File: src/rtl/rom_shadow_loader.sv
// rom_shadow_loader: boot-time copier from the on-chip boot ROM into SRAM.
// After a start pulse it walks ROM addresses 0..ROM_WORDS-1 and writes each byte
// to SRAM through a req/ack write port. It holds the CPU off the bus until the
// copy finishes. Each byte takes three states: READ presents the address, LATCH
// captures the registered ROM data, and WRITE holds the request until it is
// acknowledged.
// Optional feature: define ROM_SHADOW_CHECKSUM_EN to add a 16-bit running sum of
// the bytes written (output port checksum).
module rom_shadow_loader #(
  parameter int unsigned ROM_WORDS = 9216,
  parameter logic [20:0] DEST_BASE = 21'h000000
) (
  input  logic        clk,
  input  logic        rst,
  input  logic        start,
  output logic [13:0] rom_a,
  input  logic [7:0]  rom_dout,
  output logic [20:0] sram_a,
  output logic [7:0]  sram_dout,
  output logic        sram_we,
  output logic        sram_req,
  input  logic        sram_ack,
  output logic        busy,
  output logic        done,
  output logic        cpu_hold
`ifdef ROM_SHADOW_CHECKSUM_EN
  ,
  output logic [15:0] checksum
`endif
);

  typedef enum logic [2:0] {
    ST_IDLE  = 3'd0,
    ST_READ  = 3'd1,
    ST_LATCH = 3'd2,
    ST_WRITE = 3'd3,
    ST_DONE  = 3'd4
  } state_t;

  // Index of the last byte; 14 bits covers ROM_WORDS up to 16384 without overflow.
  localparam logic [13:0] LAST_INDEX = 14'(ROM_WORDS - 1);

  state_t      state_r;
  logic [13:0] index_r;

  // Copy sequencer: state, byte index and every registered output.
  always_ff @(posedge clk) begin
    if (rst) begin
      state_r   <= ST_IDLE;
      index_r   <= 14'd0;
      rom_a     <= 14'd0;
      sram_a    <= DEST_BASE;
      sram_dout <= 8'd0;
      sram_req  <= 1'b0;
      sram_we   <= 1'b0;
      busy      <= 1'b0;
      done      <= 1'b0;
      cpu_hold  <= 1'b1;
`ifdef ROM_SHADOW_CHECKSUM_EN
      checksum  <= 16'd0;
`endif
    end else begin
      case (state_r)
        // Idle or finished: a start pulse (re)starts the copy from byte 0.
        ST_IDLE, ST_DONE: begin
          if (start) begin
            state_r  <= ST_READ;
            busy     <= 1'b1;
            done     <= 1'b0;
            cpu_hold <= 1'b1;
            index_r  <= 14'd0;
            rom_a    <= 14'd0;
`ifdef ROM_SHADOW_CHECKSUM_EN
            checksum <= 16'd0;
`endif
          end
        end
        // ROM address is presented; the registered data arrives next cycle.
        ST_READ: begin
          state_r <= ST_LATCH;
        end
        // ROM data is valid now: capture it and raise the write request.
        ST_LATCH: begin
          sram_dout <= rom_dout;
          sram_a    <= DEST_BASE + {7'd0, index_r};
          sram_req  <= 1'b1;
          sram_we   <= 1'b1;
          state_r   <= ST_WRITE;
        end
        // Hold request, address and data stable until the arbiter accepts.
        ST_WRITE: begin
          if (sram_ack) begin
            sram_req <= 1'b0;
            sram_we  <= 1'b0;
`ifdef ROM_SHADOW_CHECKSUM_EN
            checksum <= checksum + {8'd0, sram_dout};
`endif
            if (index_r == LAST_INDEX) begin
              state_r  <= ST_DONE;
              busy     <= 1'b0;
              done     <= 1'b1;
              cpu_hold <= 1'b0;
            end else begin
              index_r <= index_r + 14'd1;
              rom_a   <= index_r + 14'd1;
              state_r <= ST_READ;
            end
          end
        end
        // An unreachable encoding drops the request and returns to idle.
        default: begin
          state_r  <= ST_IDLE;
          sram_req <= 1'b0;
          sram_we  <= 1'b0;
          busy     <= 1'b0;
          cpu_hold <= 1'b1;
        end
      endcase
    end
  end

endmodule

File: config.mk
export PLATFORM = sky130hd
export DESIGN_NAME = rom_shadow_loader
export DESIGN_NICKNAME = d
export VERILOG_FILES = /design/src/rtl/rom_shadow_loader.sv
export SDC_FILE = /design/constraint.sdc
export NUM_CORES = 1
export LEC_CHECK = 0
export ABC_AREA = 1
export CORE_UTILIZATION = 50
export DETAILED_ROUTE_END_ITERATION = 10
export PLACE_DENSITY_LB_ADDON = 0.1
export REMOVE_ABC_BUFFERS = 1
export SYNTH_ARGS = -nofsm -noshare
export SYNTH_HDL_FRONTEND = slang
export SYNTH_SLANG_ARGS = --single-unit
File: constraint.sdc
create_clock -name clk -period 2.7 [get_ports clk]
set_input_delay 0.675 -clock clk [delete_from_list [all_inputs] [get_ports clk]]
set_output_delay 0.675 -clock clk [all_outputs]
set_load 0.01 [all_outputs]
# --- After elaboration in Yosys (flattened, before gate mapping) ---
# Cells that the tools add are included.
op_classes:
  n_addsub: 1
  n_eq_ne: 9
  mux: 19
  bitwise: 2
  reduce_logical: 10
ops:
  columns: ["cell", "n"]
  rows:
  - ["$mux W14", 3]
  - ["$pmux W14 S2", 1]
  - ["$add A14 B1 Y14 const B", 1]
  - ["$eq A14 B14 Y1 const B", 1]
  - ["$pmux W3 S4", 1]
  - ["$reduce_and A4 Y1", 3]
  - ["$mux W3", 3]
  - ["$pmux W1 S3", 3]
  - ["$ne A2 B2 Y1 const B", 4]
  - ["$mux W1", 7]
  - ["$eq A3 B2 Y1 const B", 2]
  - ["$reduce_and A2 Y1", 2]
  - ["$reduce_or A2 Y1", 2]
  - ["$eq A3 B1 Y1 const B", 1]
  - ["$eq A3 B3 Y1 const B", 1]
  - ["$logic_not A3 Y1", 1]
  - ["$reduce_or A3 Y1", 1]
  - ["$not A1 Y1", 2]
  - ["$pmux W1 S2", 1]
  - ["$reduce_bool A2 Y1", 1]
word_totals:
  ff_bits: 43
  in_bits: 12
  output_inout_bits: 48
  wordCells: 49

# --- Logic depth before layout (Yosys ltp) ---
logic_depth:
  ltp_word: 4
  depth_mapped: 11
  depth_no_buf: 11

# --- Worst setup path after synthesis ---
# No wires, ideal clock.
synth_timing:
  path_type: "flip-flop to flip-flop"
  start: "register index_r[1]"
  end: "register index_r[2]"
  setup_time_ps: 67
  t_arrival_ps: 1488
  t_required_ps: 2633
  setup_slack_ps: 1144
  path_stages_with_launch: 9
  path_buffers: 1
  period_less_slack_ps: 1556
  path_cell_list: "dfxtp_1 > ha_1 > nand3_1 > nor2_4 > nand3_4 > nand3_4 > buf_6 > nand2_1 > a21oi_2"
synth_between:
  elab_chain_len: 4
  elab_cells_between_ends: 7
  cone_classes: "add/sub: 1; eq/ne: 2; mux: 3; reduce/logical: 1"
synth_lines:
  columns: ["item", "line_no", "source"]
  rows:
  - ["start, declared", "44", "logic [13:0] index_r;"]
  - ["start signal, assigned", "104", "index_r <= index_r + 14'd1;"]
  - ["$add A14 B1 Y14", "104", null]
  - ["$mux W14", "98", "if (index_r == LAST_INDEX) begin"]
  - ["$mux W14", "92", "if (sram_ack) begin"]
  - ["$pmux W14 S2", "63", "case (state_r)"]
# Parallel ways exist; a longest one is shown, timed or not. The select of a mux whose other input is x is not followed.
# A chain may end at the register's enable or synchronous reset.

==> flow_summary.toml <==
[yosys]
synth.largest_area_cell = "dfxtp_1"
ys_types = 27
synthTopCellsByArea = "dfxtp_1 40%, nand2_1 11%, nor2_1 8.1%"
synthFlopType = "dfxtp_1"
yosys_warnings = 0
synth_area_sq_um = 2130
postSynthAreaPerCell_sq_um = 6.90
async_flop_share_pct = 0
synthTopCellsByCount = "64 x nand2_1, 46 x nor2_1, 43 x dfxtp_1"
synth_cells = 308
ys_ff_latch = 43
yosysMostFrequentCell = "nand2_1"
synth_top_area_share_pct = 40.5
synth-edff-count = 0
synth-seq-area-share_pct = 40.5

[grt]
grt_busiest_layer = "met2"
antenna_found_initial = 0
grt_pass1_wl_um = 7880
grtUsageMet1_pct = 29.4
gr-usage-all-layers_pct = 23.5
grt_overflow = 0
use_met3_pct = 4.90
grt_pass1_vias = 1806
grtUsageMet2_pct = 38.5
grt_max_degree = 21

[job]
maxCapViolations = 0

[cts]
hold_buffers = 0
clockRootBuffer = "clkbuf_8"
postCtsSetupBuffers = 0
cts.sinks = 43
ctsResizeCount = 0
insertion_delay_ns = 0.30
tritoncts = "done"
cts_made_buffers = 5
clk_path_buf_depth = 2
clk_transition_reported_paths_ns = 0.08
htree_num_levels = 2

[critical_path]
cp_top_family = "buffers and inverters"
crit_required_ns = 2.03
path_class = "register to primary output"
cp-end-kind = "primary output"
crit_buf_inv = 1
cp_max_fo = 8
arrival_ns = 1.36
slowest_stage = "clkdlybuf4s50_1"
start_kind = "register"
cpPeakStageDelay_ns = 0.59
crit_chain = "clkdlybuf4s50_1"

[placement]
io_buffer_count = 52
hpwl_um = 3490
place.gp.congestion = 0.884

[sta]
worst_pin_slew_ns = 0.573
finalCritPeriodShare_pct = 75.3
finClkSkew_ns = 0.00637
period_minus_slack_ns = 2.03
maxSlewHeadroom_pct = 61.8
clock.fmax_ghz = 0.492
tns_ns = 0
rsz0062_at_grt = "false"
hold_violations = 0
drv_slew = 0
setup_violations = 0

[die]
start_util_pct = 52.8
fp.dieW_um = 67.2
chipHeight_um = 67.2
io_pins = 60
die_area_sq_um = 4520
core_sq_um = 4030
core.rowCount = 23

[hold_path]
hp-class = "register to register"

[cells_and_area]
multi_input_comb_area_sq_um = 1040
drive_above_1_share_pct = 7.50
n_fill_cell = 381
syn_to_final_growth_pct = 30.2
seq_area_sq_um = 861
nets = 372
antenna-diode-count = 0

[route]
wirelength_um = 4860
firstDrtPassIters = 4
drtIter0Drc = 136
ant_nets = 0
via_per_inst = 5.06
vias = 2073
wl_per_cell_um = 11.9
drc = 0

[power_and_ir_drop]
p_leak_nw = 1.11
p_total_w = 0.00227
p_per_area_nw_per_um2 = 820
vdd_drop_max_mv = 0.489

[outcome]
status = "finished clean"
routing by layer:
| metal | share of wire [%] | wire length [um] | vias to the layer above |
|---|---|---|---|
| met2 | 45 | 2180 | 68 |
| met4 | 1.3 | 62 | 0 |
| li1 | - | - | 1079 |
| met3 | 6.5 | 315 | 6 |
| met5 | 0 | 0 | - |
| met1 | 47 | 2300 | 920 |
flip-flops by register name (all words and copies together), names as in the netlist:
name,count
busy,1
cpu_hold,1
done,1
index_r,14
sram_a,14
sram_dout,8
sram_req,1
state_r,3
area by class of cell:
| class | count | share of cell area (%) |
|---|---|---|
| sequential | 43 | 31.1 |
| clock inverter | 2 | 1.27 |
| inverter | 35 | 4.75 |
| tap | 50 | 2.26 |
| clock buffer | 6 | 2.98 |
| timing repair buffer | 56 | 19.9 |
| multi-input combinational | 218 | 37.7 |
metrics by stage:
step,setup WS [ns],cells,area [sq um],util (%),hold WS (ns)
5_1_grt,0.589,410,2770,68.7,0.478
6_report,0.668,410,2770,68.7,0.461
4_1_cts,0.656,410,2770,68.7,0.460
3_5_place_dp,0.662,402,2650,65.8,0.450
2_1_floorplan,1.11,296,2040,-,0.456
3_3_place_gp,0.710,402,2650,65.8,0.435
cells by family after synthesis:
group / synth area share [%]
and+or+nand+nor: 34.7
other: 0.176
AOI/OAI and AO/OA: 12.6
buffers and inverters: 11.4
adders and majority gates: 0.588
DFF: 40.5
placed cells by master, fill, tap and decap left out, drive strengths merged:
master	n
ha	1
clkbuf	6
bufinv	1
buf	4
nor2	51
conb	7
nand3	27
a31o	1
dfxtp	43
inv	35
nor3	2
a21oi	24
nor2b	1
nand4	10
o21ai	27
clkdlybuf4s50	52
nand2	67
clkinv	1
worst paths after layout:
check	start	end	slack, ns	cells after the start
hold reg to reg	done	done	0.46	2
hold / removal	done	done	0.46	2
setup / recovery	index_r[2]	rom_a[2]	0.67	1
setup reg to reg	index_r[1]	index_r[0]	0.99	10
worst register-to-register path: stages (launching register included):
cell and delay [ns]:
dfxtp_1 0.43, ha_1 0.23, nand3_1 0.15, nor2_4 0.24, nand2_1 0.07, nand2_1 0.13
nand2_2 0.14, nand2_1 0.09, nand2_1 0.05, inv_1 0.05, nor2_1 0.03
report_power, final:
group          internal, W  switching (W)  total [W]
Sequential        0.000766      0.0000897   0.000856
Combinational     0.000401       0.000492   0.000892
Clock             0.000299       0.000223   0.000522
Total              0.00147       0.000804    0.00227
Note: power is estimated with default switching activity, not from simulation.
